--- src/rtl/rem_sched_if.sv ---
// Bundles the reminder scheduler's request, handshake and status signals.
// master: requester/consumer side (drives set/dur/cancel/ack).
// slave : scheduler side (drives notif/notif_id/busy/pend).
//   set      [N]     per-slot arm/re-arm strobe
//   dur      [N*DW]  packed durations, slot i at dur[i*DW +: DW]
//   cancel   [N]     per-slot cancel strobe
//   ack              consumer accepts the presented notification
//   notif            notification valid
//   notif_id [IDW]   slot index of the presented notification
//   busy     [N]     slot armed and counting
//   pend     [N]     slot expired, awaiting delivery
interface rem_sched_if #(
  parameter int unsigned N   = 4,
  parameter int unsigned DW  = 32,
  parameter int unsigned IDW = 2
) ();
  logic [N-1:0]    set;
  logic [N*DW-1:0] dur;
  logic [N-1:0]    cancel;
  logic            ack;
  logic            notif;
  logic [IDW-1:0]  notif_id;
  logic [N-1:0]    busy;
  logic [N-1:0]    pend;

  modport master (
    output set, dur, cancel, ack,
    input  notif, notif_id, busy, pend
  );

  modport slave (
    input  set, dur, cancel, ack,
    output notif, notif_id, busy, pend
  );
endinterface

--- src/rtl/rem_sched.sv ---
// Multi-slot reminder scheduler: N independent countdown slots whose expiries
// share one notification output, granted round-robin with a ready/ack handshake.
// Ports:
//   clk  rising-edge clock
//   rst  synchronous active-high reset
//   bus  rem_sched_if.slave (set/dur/cancel/ack in, notif/notif_id/busy/pend out)
module rem_sched #(
  parameter int unsigned N   = 4,
  parameter int unsigned DW  = 32,
  parameter int unsigned IDW = 2
) (
  input logic        clk,
  input logic        rst,
  rem_sched_if.slave bus
);

  typedef enum logic [1:0] {
    IDLE    = 2'd0,
    ARMED   = 2'd1,
    EXPIRED = 2'd2
  } slot_state_e;

  slot_state_e    state_q [N];
  slot_state_e    state_d [N];
  logic [DW-1:0]  cnt_q   [N];
  logic [DW-1:0]  cnt_d   [N];
  logic [DW-1:0]  dur_i;
  logic [N-1:0]   busy_q, busy_d;
  logic [N-1:0]   pend_q, pend_d;

  logic           notif_q, notif_d;
  logic [IDW-1:0] id_q, id_d;
  logic [IDW-1:0] ptr_q, ptr_d;
  logic [IDW-1:0] ptr_after;
  logic [IDW-1:0] search_start;
  logic [IDW-1:0] cand;
  logic [IDW-1:0] grant_id;
  logic           grant_found;
  logic [N-1:0]   elig;
  logic           acked;

  // An ack only counts while a notification is actually presented.
  assign acked = notif_q & bus.ack;

  // Per-slot next state: cancel beats set, set beats delivery and counting.
  always_comb begin
    dur_i  = '0;
    busy_d = '0;
    pend_d = '0;
    for (int i = 0; i < int'(N); i++) begin
      state_d[i] = state_q[i];
      cnt_d[i]   = cnt_q[i];
      dur_i      = bus.dur[i*DW +: DW];
      if (bus.cancel[i]) begin
        state_d[i] = IDLE;
        cnt_d[i]   = '0;
      end else if (bus.set[i]) begin
        state_d[i] = ARMED;
        cnt_d[i]   = (dur_i == '0) ? DW'(1) : dur_i;
      end else if (acked && (id_q == IDW'(i))) begin
        state_d[i] = IDLE;
      end else if (state_q[i] == ARMED) begin
        if (cnt_q[i] == DW'(1)) begin
          state_d[i] = EXPIRED;
          cnt_d[i]   = '0;
        end else begin
          cnt_d[i] = cnt_q[i] - DW'(1);
        end
      end
      busy_d[i] = (state_d[i] == ARMED);
      pend_d[i] = (state_d[i] == EXPIRED);
    end
  end

  // Round-robin grant. Eligibility uses the current pend flags, so a slot that
  // expires at this edge waits one more cycle; the acked slot is excluded so
  // back-to-back grants move on to the next pending slot.
  always_comb begin
    notif_d      = notif_q;
    id_d         = id_q;
    ptr_d        = ptr_q;
    cand         = '0;
    grant_id     = '0;
    grant_found  = 1'b0;
    ptr_after    = IDW'((32'(id_q) + 32'd1) % N);
    elig         = pend_q & ~bus.cancel & ~bus.set;
    if (acked) begin
      elig[id_q] = 1'b0;
    end
    search_start = acked ? ptr_after : ptr_q;
    for (int unsigned k = 0; k < N; k++) begin
      cand = IDW'((32'(search_start) + k) % N);
      if (!grant_found && elig[cand]) begin
        grant_found = 1'b1;
        grant_id    = cand;
      end
    end

    if (notif_q) begin
      if (bus.ack) begin
        ptr_d   = ptr_after;
        notif_d = grant_found;
        if (grant_found) begin
          id_d = grant_id;
        end
      end else if (bus.cancel[id_q] || bus.set[id_q]) begin
        notif_d = 1'b0;
      end
    end else if (grant_found) begin
      notif_d = 1'b1;
      id_d    = grant_id;
    end
  end

  // State registers.
  always_ff @(posedge clk) begin
    if (rst) begin
      for (int i = 0; i < int'(N); i++) begin
        state_q[i] <= IDLE;
        cnt_q[i]   <= '0;
      end
      busy_q  <= '0;
      pend_q  <= '0;
      notif_q <= 1'b0;
      id_q    <= '0;
      ptr_q   <= '0;
    end else begin
      for (int i = 0; i < int'(N); i++) begin
        state_q[i] <= state_d[i];
        cnt_q[i]   <= cnt_d[i];
      end
      busy_q  <= busy_d;
      pend_q  <= pend_d;
      notif_q <= notif_d;
      id_q    <= id_d;
      ptr_q   <= ptr_d;
    end
  end

  assign bus.notif    = notif_q;
  assign bus.notif_id = id_q;
  assign bus.busy     = busy_q;
  assign bus.pend     = pend_q;

endmodule

--- src/flat_wrapper.sv ---
// flat-port wrapper written by rule: the top's interface ports become plain ports
module rem_sched_flat 
#(
  parameter int unsigned N   = 4,
  parameter int unsigned DW  = 32,
  parameter int unsigned IDW = 2
)
  (clk, rst, bus_set, bus_dur, bus_cancel, bus_ack, bus_notif, bus_notif_id, bus_busy, bus_pend);
  rem_sched_if #(.N(N), .DW(DW), .IDW(IDW)) bus_i ();
  input logic clk;
  input logic rst;
  input wire logic [$bits(bus_i.set)-1:0] bus_set;
  input wire logic [$bits(bus_i.dur)-1:0] bus_dur;
  input wire logic [$bits(bus_i.cancel)-1:0] bus_cancel;
  input wire logic [$bits(bus_i.ack)-1:0] bus_ack;
  output wire logic [$bits(bus_i.notif)-1:0] bus_notif;
  output wire logic [$bits(bus_i.notif_id)-1:0] bus_notif_id;
  output wire logic [$bits(bus_i.busy)-1:0] bus_busy;
  output wire logic [$bits(bus_i.pend)-1:0] bus_pend;
  assign bus_i.set = bus_set;
  assign bus_i.dur = bus_dur;
  assign bus_i.cancel = bus_cancel;
  assign bus_i.ack = bus_ack;
  assign bus_notif = bus_i.notif;
  assign bus_notif_id = bus_i.notif_id;
  assign bus_busy = bus_i.busy;
  assign bus_pend = bus_i.pend;
  rem_sched #(.N(N), .DW(DW), .IDW(IDW)) u_core (.clk(clk), .rst(rst), .bus(bus_i));
endmodule
--- config.mk ---
export PLATFORM = sky130hd
export DESIGN_NAME = rem_sched_flat
export DESIGN_NICKNAME = d
export VERILOG_FILES = /design/src/rtl/rem_sched_if.sv /design/src/rtl/rem_sched.sv /design/src/flat_wrapper.sv
export SDC_FILE = /design/constraint.sdc
export NUM_CORES = 1
export LEC_CHECK = 0
export ABC_CLOCK_PERIOD_IN_PS = 2400
export BUFFER_PORTS_ARGS = -buffer_cell sky130_fd_sc_hd__clkbuf_2
export CAP_MARGIN = 40
export CORE_MARGIN = 3
export CORE_UTILIZATION = 40
export CTS_CLUSTER_DIAMETER = 60
export DETAILED_ROUTE_END_ITERATION = 8
export PLACE_DENSITY_LB_ADDON = 0.12
export SETUP_SLACK_MARGIN = 0.02
export SYNTH_ARGS = -nofsm -noshare
export SYNTH_HDL_FRONTEND = slang
export SYNTH_SLANG_ARGS = --single-unit
--- constraint.sdc ---
create_clock -name clk -period 2.4 [get_ports clk]
set_clock_uncertainty 0.1 [all_clocks]
set_input_delay 0.24 -clock clk [delete_from_list [all_inputs] [get_ports clk]]
set_output_delay 0.24 -clock clk [all_outputs]
set_load 0.005 [all_outputs]
* Yosys cells after proc, flatten, opt, wreduce, memory -nomap -nowiden
Memory sizes are Yosys's and may differ from the RTL's.
Cells that the tools add are included.
** Cells by class
- Add/sub/neg operators :: 8
- Multiply operators :: 0
- Div/mod/pow operators :: 0
- Order comparisons :: 6
- Equality and inequality tests :: 20
- Shift operators :: 0
- Multiplexer cells :: 86
- Bitwise operators :: 15
- Reduce and logical (&&, ||, !) cells :: 18
** Operators by type and width (number)
- 32-bit 2-to-1 mux :: 28
- 32-bit by 1-bit == test with 1-bit output (second input constant) :: 4
- 32-bit logical NOT :: 4
- 32-bit by 1-bit subtractor with 32-bit output (second input constant) :: 4
- 2-bit 2-to-1 mux :: 32
- 2-bit by 1-bit == test with 1-bit output (second input constant) :: 9
- 1-bit 2-to-1 mux :: 18
- 2-bit by 3-bit less-than comparator with 1-bit output (second input constant) :: 5
- 4-bit bitwise AND :: 3
- 1-bit binary-select mux with 2-bit select :: 6
- 2-bit == test (second input constant) :: 6
- 4-bit NOT :: 3
- 1-bit logical AND :: 8
- 1-bit bitwise OR :: 8
- 2-bit by 1-bit adder with 2-bit output (second input constant) :: 2
- 2-bit adder (second input constant) :: 2
- 4-bit 2-to-1 mux :: 1
- 1-bit logical NOT :: 3
- 1-bit demux with 2-bit select :: 1
- 2-bit by 1-bit >= comparator with 1-bit output (second input constant) :: 1
- 2-bit logical NOT :: 1
- 2-bit inequality test (second input constant) :: 1
- 2-bit AND reduction :: 1
- 1-bit bitwise AND :: 1
- 1-bit logical OR :: 1
** Storage, ports and cells
- Register bits :: 13
- Bits in latches :: 0
- RAM bits :: 136
- ROM bits :: 0
- Bits of input ports :: 139
- Output and inout port bits :: 11
- Logic and storage cells :: 160
- Memories :: 2
** Memories
- u_core.cnt_q :: depth 4, bits a word 32, rd ports 4, clocked after memory_dff 0, wr ports 4, line rem_sched.sv:25 : logic [DW-1:0] cnt_q [N];
- u_core.state_q :: depth 4, bits a word 2, rd ports 4, clocked after memory_dff 0, wr ports 4, line rem_sched.sv:23 : slot_state_e state_q [N];

* Logic depth before layout (Yosys ltp)
- Depth in word-level cells :: 22
- Gate-level depth with buffers :: 10
- Depth with buffers taken out :: 7

* Worst setup path before layout
No wires, ideal clock.
- Path type :: reg-to-reg
- Start point :: mem u_core.cnt_q[2][0] (netlist: u_core.cnt_q[0][64])
- End point :: mem u_core.cnt_q[2][28] (netlist: u_core.cnt_q[0][92])
- Library setup time :: 0.074 ns
- Arrival time :: 2.198 ns
- Data required time :: 2.226 ns
- Slack :: 0.027 ns
- Stages on the path, launching flop included :: 8
- Buffers on the path :: 0
- Period minus slack after synthesis :: 2.373 ns
- Cells stage by stage :: dfxtp_1 -> inv_1 -> ha_1 -> or4b_1 -> nor4_4 -> nand3_1 -> or4_1 -> a31oi_1
** RTL lines (line)
- from (decl) :: rem_sched.sv:25

==> metrics <==
outcome complete, no violations; Pins Over Slew Limit 0; P_leak ~4.9 nW; Initial DRC Count about 940; RePlAce Congestion ~0.88; setup violators final 0; WS Path Type reg -> reg; Final Cycle Share 97.9%; Critical Path Start u_core.cnt_q[0][42]$_SDFFE_PP0P_; WP data required 2.61 ns; Slowest-stage cell, CP or4_4; critical path arrival about 2.6 ns; Mapped Cells ~1.3k; fmax approximately 430 MHz; min Tclk post-route 2.35 ns; clock buffer count from CTS 17; Fill cells ~2.3k; first-pass GRT wire length approximately 56,000 um; via density per instance 6.21; top_reg_cell synth dfxtp_1; initial antenna violation count 0; reg2reg setup slack roughly 0.051 ns; post-synth cell types 84; critical path's top delay family simple AND/OR/NAND/NOR gates; Initial DRT Pass Iterations 5; GRT overflow 0; combinational power share around 29%; Initial Util 41.3%; CTS clk-pin slew, worst paths about 0.070 ns; DR WL/cell 18.8 um; Die Width ~160 um; Die H 163 um; Routed Wire Length ~35,000 um; Switching Fraction between 30 and 40%; Syn Area/Cell ~7.7 sq um; total chip power ~7.6 mW; synthesized flop and latch total 149; Seq pwr share around 36%; CTS tree built; Buffers on Ports ~150; Max-Slew Margin vs Limit between 50% and 60%; syn_nets approximately 1.4k; number of global-route vias before repair 10.9k; Worst setup EP type register; clock share of power a little over a third; share of layout cells above drive strength 1 about 28%; Final Hold Fails 0; maxcap violations 0; clk sink count roughly 150; CP most frequent cell or4_4; async set-or-reset flop fraction in the synthesized netlist 0%; HPWL after detailed placement ~25,000 um; GRT Util Overall about a quarter; Area Growth Syn to Fin 30.5%; YS warnings 0; post-synthesis instance area 9830 sq um; hold path start bus_dur[102]; Row Count 56; pre-CTS setup slack -0.0212 ns; Hold WC Path Type in -> reg; Post-synth EDFFs 0; crit path cell chain or4_4 > buf_6 > or4_4 > or3_4 > a21oi_2 > o22ai_1; crit-path max FO 5; DRT antenna net count 0; largest net degree at the start of global routing 37; Seq/Total Area, Yosys ~30%; startpoint types register; r2r startpoint u_core.cnt_q[0][42]$_SDFFE_PP0P_; Max Buffers Root-to-Sink 2; I/O pin count 150; core box area approximately 24,000 sq um; clock root cell clkbuf_16; clk_lat worst skew 0.43 ns; final layout net count 1,682; PwrDens 591 nW/um^2; H-tree depth 4; CP Buf/Inv Count 1; die area ~26,000 sq um; Layout Utilization a little over half; DRC 0; Setup WS post-layout 0.0508 ns; Least-Margin Pin Slew approximately 0.63 ns; RSZ-0062 raised after global routing true; Psw 2.48 mW; Vias 11.6k; IR drop worst, VDD 427 uV; internal power between 5 and 6 mW; max incr delay on CP 0.58 ns; antenna diode count 0
power by group through the flow:
stage | clock (mW) | sequential, mW | combinational [mW]
global placement | 0 | 2.74 | 1.96
detailed placement | 0 | 2.74 | 1.97
CTS | 2.73 | 2.69 | 2.03
finish | 2.71 | 2.70 | 2.18
floorplan | 0 | 2.72 | 1.18
global route | 2.85 | 2.71 | 2.36
cells in the final DEF (no fill, tap or decap), types with 7 or more instances in the layout:
cell type,Yosys,routed
buf_4,2,163
clkbuf_2,0,149
dfxtp_1,149,147
nor2_1,91,88
o21ai_0,83,83
nand2_1,71,71
nor4_1,74,69
a21oi_1,70,67
a31oi_1,59,59
nand3_1,59,58
nor3_1,55,54
nand4_1,41,41
a22oi_1,33,32
or4_1,36,31
inv_1,25,25
or3_1,24,22
clkbuf_16,0,17
dlygate4sd3_1,0,17
o21a_1,16,15
o31a_1,15,15
a221oi_1,14,14
a32oi_1,13,13
a211oi_1,13,13
or2_2,12,12
o211ai_1,12,12
and2_1,11,11
o22ai_1,11,11
nor2b_1,10,10
o311ai_0,10,10
xor2_1,10,10
ha_1,12,10
or4_4,4,9
mux2i_1,9,9
nand2b_1,8,8
nor4_2,3,8
o41ai_1,7,7
state kept, by name (all words and copies together) (netlist names):
register,flops
u_core.bus.busy,4
u_core.bus.notif,1
u_core.state_q,8
u_core.bus.notif_id,2
u_core.cnt_q,128
u_core.ptr_q,2
u_core.bus.pend,4
per-stage QoR:
stage                     cell area [sq um]  cells  setup TNS, ns  hold slack (ns)
after floorplan                        9830   1269              0            0.264
after global placement                11800   1795              0            0.369
after detailed placement              11800   1796        -0.0408            0.375
after CTS                             12600   1847              0         0.000140
after global routing                  12800   1862       -0.00494          0.00909
final                                 12800   1862              0          0.00354
Yosys cell counts, types with 33 or more instances:
cell,number,area share (%)
nor4_1,74,4.7
or4_1,36,2.7
dfxtp_1,149,30
nand3_1,59,3.0
a21oi_1,70,3.6
nand4_1,41,2.6
a22oi_1,33,2.5
nor2_1,91,3.5
nor3_1,55,2.8
o21ai_0,83,4.2
a31oi_1,59,3.8
clkbuf_1,76,2.9
nand2_1,71,2.7
worst min-delay path: stages:
cell	delay (ns)
clkbuf_2	0.09
a221oi_1	0.07
nor2_1	0.09
cell type report:
type                    instances  area, sq um  area share, %
clock inverters                12          133           1.03
repair buffers                337         2260           17.7
well taps                     319          399           3.11
multi-input cells            1000         6500           50.7
clock buffers                  19          443           3.45
inverters                      26         97.6          0.761
flip-flops and latches        149         2990           23.3
path summary, 6_finish.rpt:
path,end,depth (start not counted)
hold reg to reg,u_core.cnt_q[0][47]$_SDFFE_PP0P_,2
setup reg to reg,u_core.cnt_q[0][54]$_SDFFE_PP0P_,6
hold / removal,u_core.cnt_q[0][102]$_SDFFE_PP0P_,3
setup / recovery,u_core.cnt_q[0][54]$_SDFFE_PP0P_,6
logic make-up (layout without fill, tap and decap cells):
family	Yosys count	in the layout	share of synthesized area, %
xor+xnor	13	13	1.16
simple gates	551	551	32.4
fa+ha+maj	12	12	1.53
mux	9	9	0.917
flops	149	149	30.4
buf+inv	120	394	5.05
compound gates	415	415	28.6
metal layers:
metal | vias up | track usage (%) | wire (um)
met1 | 5505 | 35.9 | 16000
met4 | 0 | 7.23 | 577
met3 | 46 | 4.43 | 2520
met5 | - | 0 | 0
met2 | 468 | 40.6 | 16000
li1 | 5549 | - | -
timing repair:
item,4_1_cts,5_1_grt
hold buffers,17,0
hold endpoints to repair,17,0
endpoints found under the setup margin,7,37
pin swaps,2,20
resized for setup,4,38
setup buffers,3,16
Power figures use the tool's default switching activity.
